### config.mk
export PLATFORM = sky130hd
export DESIGN_NAME = polyline_drawer
export DESIGN_NICKNAME = d
export VERILOG_FILES = /design/src/rtl/polyline_drawer.sv
export SDC_FILE = /design/constraint.sdc
export NUM_CORES = 1
export LEC_CHECK = 0
export BUFFER_PORTS_ARGS = -buffer_cell sky130_fd_sc_hd__buf_2
export CORE_MARGIN = 4
export CORE_UTILIZATION = 55
export DETAILED_ROUTE_END_ITERATION = 10
export MAX_ROUTING_LAYER = met4
export PLACE_DENSITY = 0.75
export SETUP_SLACK_MARGIN = 0.4
export SYNTH_ARGS = -nofsm -noshare
export SYNTH_HDL_FRONTEND = slang
export SYNTH_SLANG_ARGS = --single-unit
### constraint.sdc
create_clock -name clk -period 3.5 [get_ports clk]
set_input_delay 0.7 -clock clk [delete_from_list [all_inputs] [get_ports clk]]
set_output_delay 0.7 -clock clk [all_outputs]
set_load 0.005 [all_outputs]
### src/rtl/polyline_drawer.sv
// Polyline drawer: buffers plot points in a FIFO and issues line segments
// between consecutive in-range points to an external line_drawer.
module polyline_drawer #(
   parameter int unsigned X_WIDTH  = 10,
   parameter int unsigned Y_WIDTH  = 9,
   parameter int unsigned DEPTH    = 16,
   parameter int unsigned SCREEN_W = 640,
   parameter int unsigned SCREEN_H = 480
) (
   input  logic               clk,
   input  logic               rst,
   input  logic               start,
   output logic               ready,
   input  logic               point_valid,
   output logic               point_ready,
   input  logic [X_WIDTH-1:0] point_x,
   input  logic [Y_WIDTH-1:0] point_y,
   input  logic               point_break,
   input  logic               point_last,
   output logic [X_WIDTH-1:0] x1,
   output logic [Y_WIDTH-1:0] y1,
   output logic [X_WIDTH-1:0] x2,
   output logic [Y_WIDTH-1:0] y2,
   output logic               line_drawer_start,
   input  logic               line_drawer_ready,
   output logic [15:0]        segment_count,
   output logic [15:0]        dropped_count
);

   localparam int unsigned AW = $clog2(DEPTH);
   localparam int unsigned PW = AW + 1;
   localparam int unsigned EW = X_WIDTH + Y_WIDTH + 2;

   typedef enum logic [2:0] {
      S_IDLE,
      S_FETCH,
      S_SETTLE,
      S_WAIT,
      S_DONE
   } state_t;

   state_t state, state_next;

   logic [EW-1:0]      mem [DEPTH];
   logic [PW-1:0]      wptr, rptr;
   logic               fifo_empty, fifo_full, push;
   logic [EW-1:0]      head;
   logic [X_WIDTH-1:0] head_x;
   logic [Y_WIDTH-1:0] head_y;
   logic               head_brk, head_last, head_in_range;

   logic               have_prev, last_seen, seg_last;
   logic [X_WIDTH-1:0] prev_x;
   logic [Y_WIDTH-1:0] prev_y;

   logic               clear, pop, issue, drop, take_prev, seg_done;

   // FIFO status and head-of-queue decode
   assign fifo_empty    = (wptr == rptr);
   assign fifo_full     = (wptr[AW] != rptr[AW]) && (wptr[AW-1:0] == rptr[AW-1:0]);
   assign point_ready   = (state != S_IDLE) && !fifo_full && !last_seen;
   assign push          = point_valid && point_ready;
   assign head          = mem[rptr[AW-1:0]];
   assign head_x        = head[EW-1 -: X_WIDTH];
   assign head_y        = head[Y_WIDTH+1 : 2];
   assign head_brk      = head[1];
   assign head_last     = head[0];
   assign head_in_range = (32'(head_x) < SCREEN_W) && (32'(head_y) < SCREEN_H);

   // FIFO storage write port
   always_ff @(posedge clk) begin
      if (push) mem[wptr[AW-1:0]] <= {point_x, point_y, point_break, point_last};
   end

   // State register
   always_ff @(posedge clk) begin
      if (rst) state <= S_IDLE;
      else     state <= state_next;
   end

   // Next-state and datapath control decode
   always_comb begin
      state_next = state;
      clear      = 1'b0;
      pop        = 1'b0;
      issue      = 1'b0;
      drop       = 1'b0;
      take_prev  = 1'b0;
      seg_done   = 1'b0;
      case (state)
         S_IDLE: begin
            if (start) begin
               clear      = 1'b1;
               state_next = S_FETCH;
            end
         end
         S_FETCH: begin
            if (!fifo_empty) begin
               pop = 1'b1;
               if (!head_in_range) begin
                  drop = 1'b1;
                  if (head_last) state_next = S_DONE;
               end else if (have_prev && !head_brk) begin
                  issue      = 1'b1;
                  state_next = S_SETTLE;
               end else begin
                  take_prev = 1'b1;
                  if (head_last) state_next = S_DONE;
               end
            end
         end
         S_SETTLE: state_next = S_WAIT;
         S_WAIT: begin
            if (line_drawer_ready) begin
               seg_done   = 1'b1;
               state_next = seg_last ? S_DONE : S_FETCH;
            end
         end
         S_DONE:  state_next = S_IDLE;
         default: state_next = S_IDLE;
      endcase
   end

   // Pointers, chain tracking, segment registers and counters
   always_ff @(posedge clk) begin
      if (rst) begin
         ready             <= 1'b1;
         line_drawer_start <= 1'b0;
         wptr              <= '0;
         rptr              <= '0;
         have_prev         <= 1'b0;
         last_seen         <= 1'b0;
         seg_last          <= 1'b0;
         prev_x            <= '0;
         prev_y            <= '0;
         x1                <= '0;
         y1                <= '0;
         x2                <= '0;
         y2                <= '0;
         segment_count     <= '0;
         dropped_count     <= '0;
      end else begin
         ready             <= (state_next == S_IDLE);
         line_drawer_start <= issue;
         if (clear) begin
            wptr          <= '0;
            rptr          <= '0;
            have_prev     <= 1'b0;
            last_seen     <= 1'b0;
            segment_count <= '0;
            dropped_count <= '0;
         end else begin
            if (push) begin
               wptr <= wptr + PW'(1);
               if (point_last) last_seen <= 1'b1;
            end
            if (pop) rptr <= rptr + PW'(1);
            if (drop) begin
               have_prev <= 1'b0;
               if (dropped_count != 16'hFFFF) dropped_count <= dropped_count + 16'd1;
            end
            if (take_prev) begin
               prev_x    <= head_x;
               prev_y    <= head_y;
               have_prev <= 1'b1;
            end
            if (issue) begin
               x1       <= prev_x;
               y1       <= prev_y;
               x2       <= head_x;
               y2       <= head_y;
               seg_last <= head_last;
            end
            if (seg_done) begin
               prev_x <= x2;
               prev_y <= y2;
               if (segment_count != 16'hFFFF) segment_count <= segment_count + 16'd1;
            end
         end
      end
   end

endmodule
==> metrics.txt <==
Core Box Area=0.0316 sq mm; Int Pwr=8.92 mW; Cell Count, Final, Fillers Out=1,644; # rows=65; Area contributors post-synth=edfxtp_1 (57%), dfxtp_1 (13%), mux4_2 (12%); Power Density=556 mW/mm^2; Worst-path clk slew=0.06 ns; fin worst setup slack=0.533 ns; Max Root-Sink Buffers=3; final core utilization=64.5%; total grt overflow=0; final setup vio count=0; Post-DP HPWL=23.1 mm; worst hold slack=0.349 ns; vias per cell=5.94; Die Height=187 um; Total Wirelength=38.0 mm; DIE WIDTH=187 um; Crit path required time=3.94 ns; Fin Setup TNS=0 ns; Leakage=7.35 nW; Most used DFF post-synth=edfxtp_1; clk_lat worst skew=0.55 ns; Reg2Reg Depth=8; min cycle time layout=2.97 ns; Clock Skew=0.0203 ns; Slew Viols, Final=0; Seq cells post-synth=447; status=finished clean; die area=0.0349 sq mm; Rel. slew slack=30.5%; Reg-to-Reg End=prev_y[8]; Worst Hold Class=input port to register; Reg2Reg Setup Slack=0.53 ns; Initial Util=55.7%; Post-CTS Setup Inserts=0; Routed Antenna Nets=0; layout overhead on the synthesized area=15.7%; highest clock rate=337 MHz; number of port buffers=98; clock share of power=43.2%; Final Hold Fails=0; share of cells above drive strength 1=27.8%; Synth Warn #=0; Mapped Area=0.0176 sq mm; post-cts hold buffer count=0; CTS tree=built; via count=9,770; crit share post-route=84.8%; GR Util All Layers=22.4%; placed instance count=1,559; syn avg cell area=16.5 sq um; pin slew with the least headroom to its limit=1.04 ns; area leader, netlist=edfxtp_1; Post-route DRC=0; iteration-0 DRC count of the detailed router=769; Gates resized, CTS repair=0; maximum VDD drop=0.559 mV; clk sinks=447; Synth async-reset ratio=0%; number of fill cells=2,182; Seq/Total Area, Yosys=70.0%; Reg power frac=51.3%; Nets=1,237; CP arrival=3.41 ns; critical path peak fanout=26; Comb pwr share=5.5%; syn_nets=1,100; initial antenna violation count=2; WS Path Type=register to register; CP endpoint=prev_y[8]; distinct cell type count after synthesis=58; Final GP Congestion=0.809; first-pass GRT wire length=58.6 mm; Post-synth EDFFs=336; vias in the first global route=9,729; post-synth top area share=57.4%; switching fraction of total power=21.1%; boundary pin count=99; TritonCTS Buffers=45; RSZ-0062 raised after global routing=false; Worst Setup Slack post-DPL=0.554 ns; Critical Path Sink Type=register; H-tree levels=2; max-cap violation count=0; CP Launch Type=register; pin count of the biggest net entering global routing=65; DR pass1 iterations=5; Syn Inst Count=1,067; DR WL/cell=23.1 um; CTS root buffer=clkbuf_16; Switch Pwr=2.39 mW
final cells by class:
class                      count  area [sq um]  area share [%]
multi-input combinational    552          5040            24.8
timing repair buffer         142           896            4.40
sequential                   447         12300            60.5
tap                          402           503            2.47
inverter                      16          60.1           0.295
clock inverter                27           270            1.33
antenna                        1          2.50          0.0123
clock buffer                  57          1250            6.17
per-stage QoR:
stage	power [mW]	area, sq um
after CTS	11.4	20300
final	11.3	20300
after floorplan	6.29	17600
after detailed placement	6.53	18800
after global placement	6.52	18800
after global routing	11.7	20300
registers in the layout (all words and copies together) (netlist names), named ones only:
| register | count |
|---|---|
| prev_y | 9 |
| line_drawer_start | 1 |
| prev_x | 10 |
| last_seen | 1 |
| x1 | 10 |
| y1 | 9 |
| have_prev | 1 |
| x2 | 10 |
| segment_count | 16 |
| ready | 1 |
| mem | 336 |
| state | 3 |
| wptr | 5 |
| rptr | 5 |
| y2 | 9 |
| dropped_count | 16 |
| seg_last | 1 |
cell families after synthesis:
logic type	Yosys count	synth area share (%)
AO/OA/AOI/OAI	74	3.10
AND/OR/NAND/NOR	274	6.98
multiplexers	169	16.3
XOR/XNOR	28	1.40
flip-flops	447	70.0
buffers and inverters	68	1.69
adder cells (fa/ha/maj)	7	0.498
worst min path at each step:
stage	start	to	slack, ns	cells past startpoint
after global routing	start	ready	0.34	2
after CTS	start	ready	0.33	2
after global placement	prev_x[7]	prev_x[7]	0.44	2
final	start	ready	0.35	2
after detailed placement	prev_x[7]	prev_x[7]	0.44	2
after floorplan	prev_x[7]	prev_x[7]	0.43	2
synth_stat cells, types with 2 or more instances:
cell type    n
a211o_1      5
a211oi_1     2
a21o_1       5
a21oi_1     23
a221oi_1     2
a22oi_1      2
a31o_2       4
a31oi_1      3
a41o_1       3
and2_1       6
and3_1       8
and4_1       3
buf_1        2
buf_2       15
buf_4        4
clkbuf_1    30
dfxtp_1    111
edfxtp_1   336
ha_1         7
inv_1       15
mux2_1       4
mux2_2       5
mux2i_1     67
mux4_2      93
nand2_1     77
nand2b_1     6
nand3_1     17
nand3b_1     3
nand4_1     10
nor2_1     117
nor2b_1      5
nor3_1       9
o21ai_0     11
o41ai_2      2
or3_1        6
xnor2_1      9
xor2_1      19
per-layer routing:
| metal | global-route usage, % | wire length [um] | up-vias |
|---|---|---|---|
| met4 | 6.11 | 969 | 0 |
| met1 | 29.7 | 15600 | 4947 |
| met5 | - | 0 | - |
| met2 | 36.4 | 18800 | 368 |
| met3 | 4.13 | 2630 | 71 |
| li1 | - | - | 4384 |
worst max-delay path, cell delays in order (launching register included):
cell	delay [ns]
dfxtp_2	0.35
buf_4	0.29
mux4_2	0.54
mux2_2	0.29
or2_1	0.27
a22oi_4	0.31
a31oi_2	0.13
buf_4	0.27
o41ai_1	0.40
layout by cell type (no fill, tap or decap), types with 19 or more instances in the layout:
master and count:
buf_4 38, dfxtp_1 108, clkbuf_16 47, buf_2 98, xor2_1 19, nor2_1 105, mux4_2 93, mux2i_1 67
edfxtp_1 336, nand2_1 77, a21oi_1 23
power by group through the flow:
stage               registers [mW]  logic [mW]  clock network, mW
CTS                           5.81       0.622               4.97
floorplan                     5.91       0.388                  0
global placement              5.91       0.601                  0
detailed placement            5.92       0.614                  0
finish                        5.81       0.618               4.89
global route                  5.81       0.675               5.21
Power figures use the tool's default switching activity.
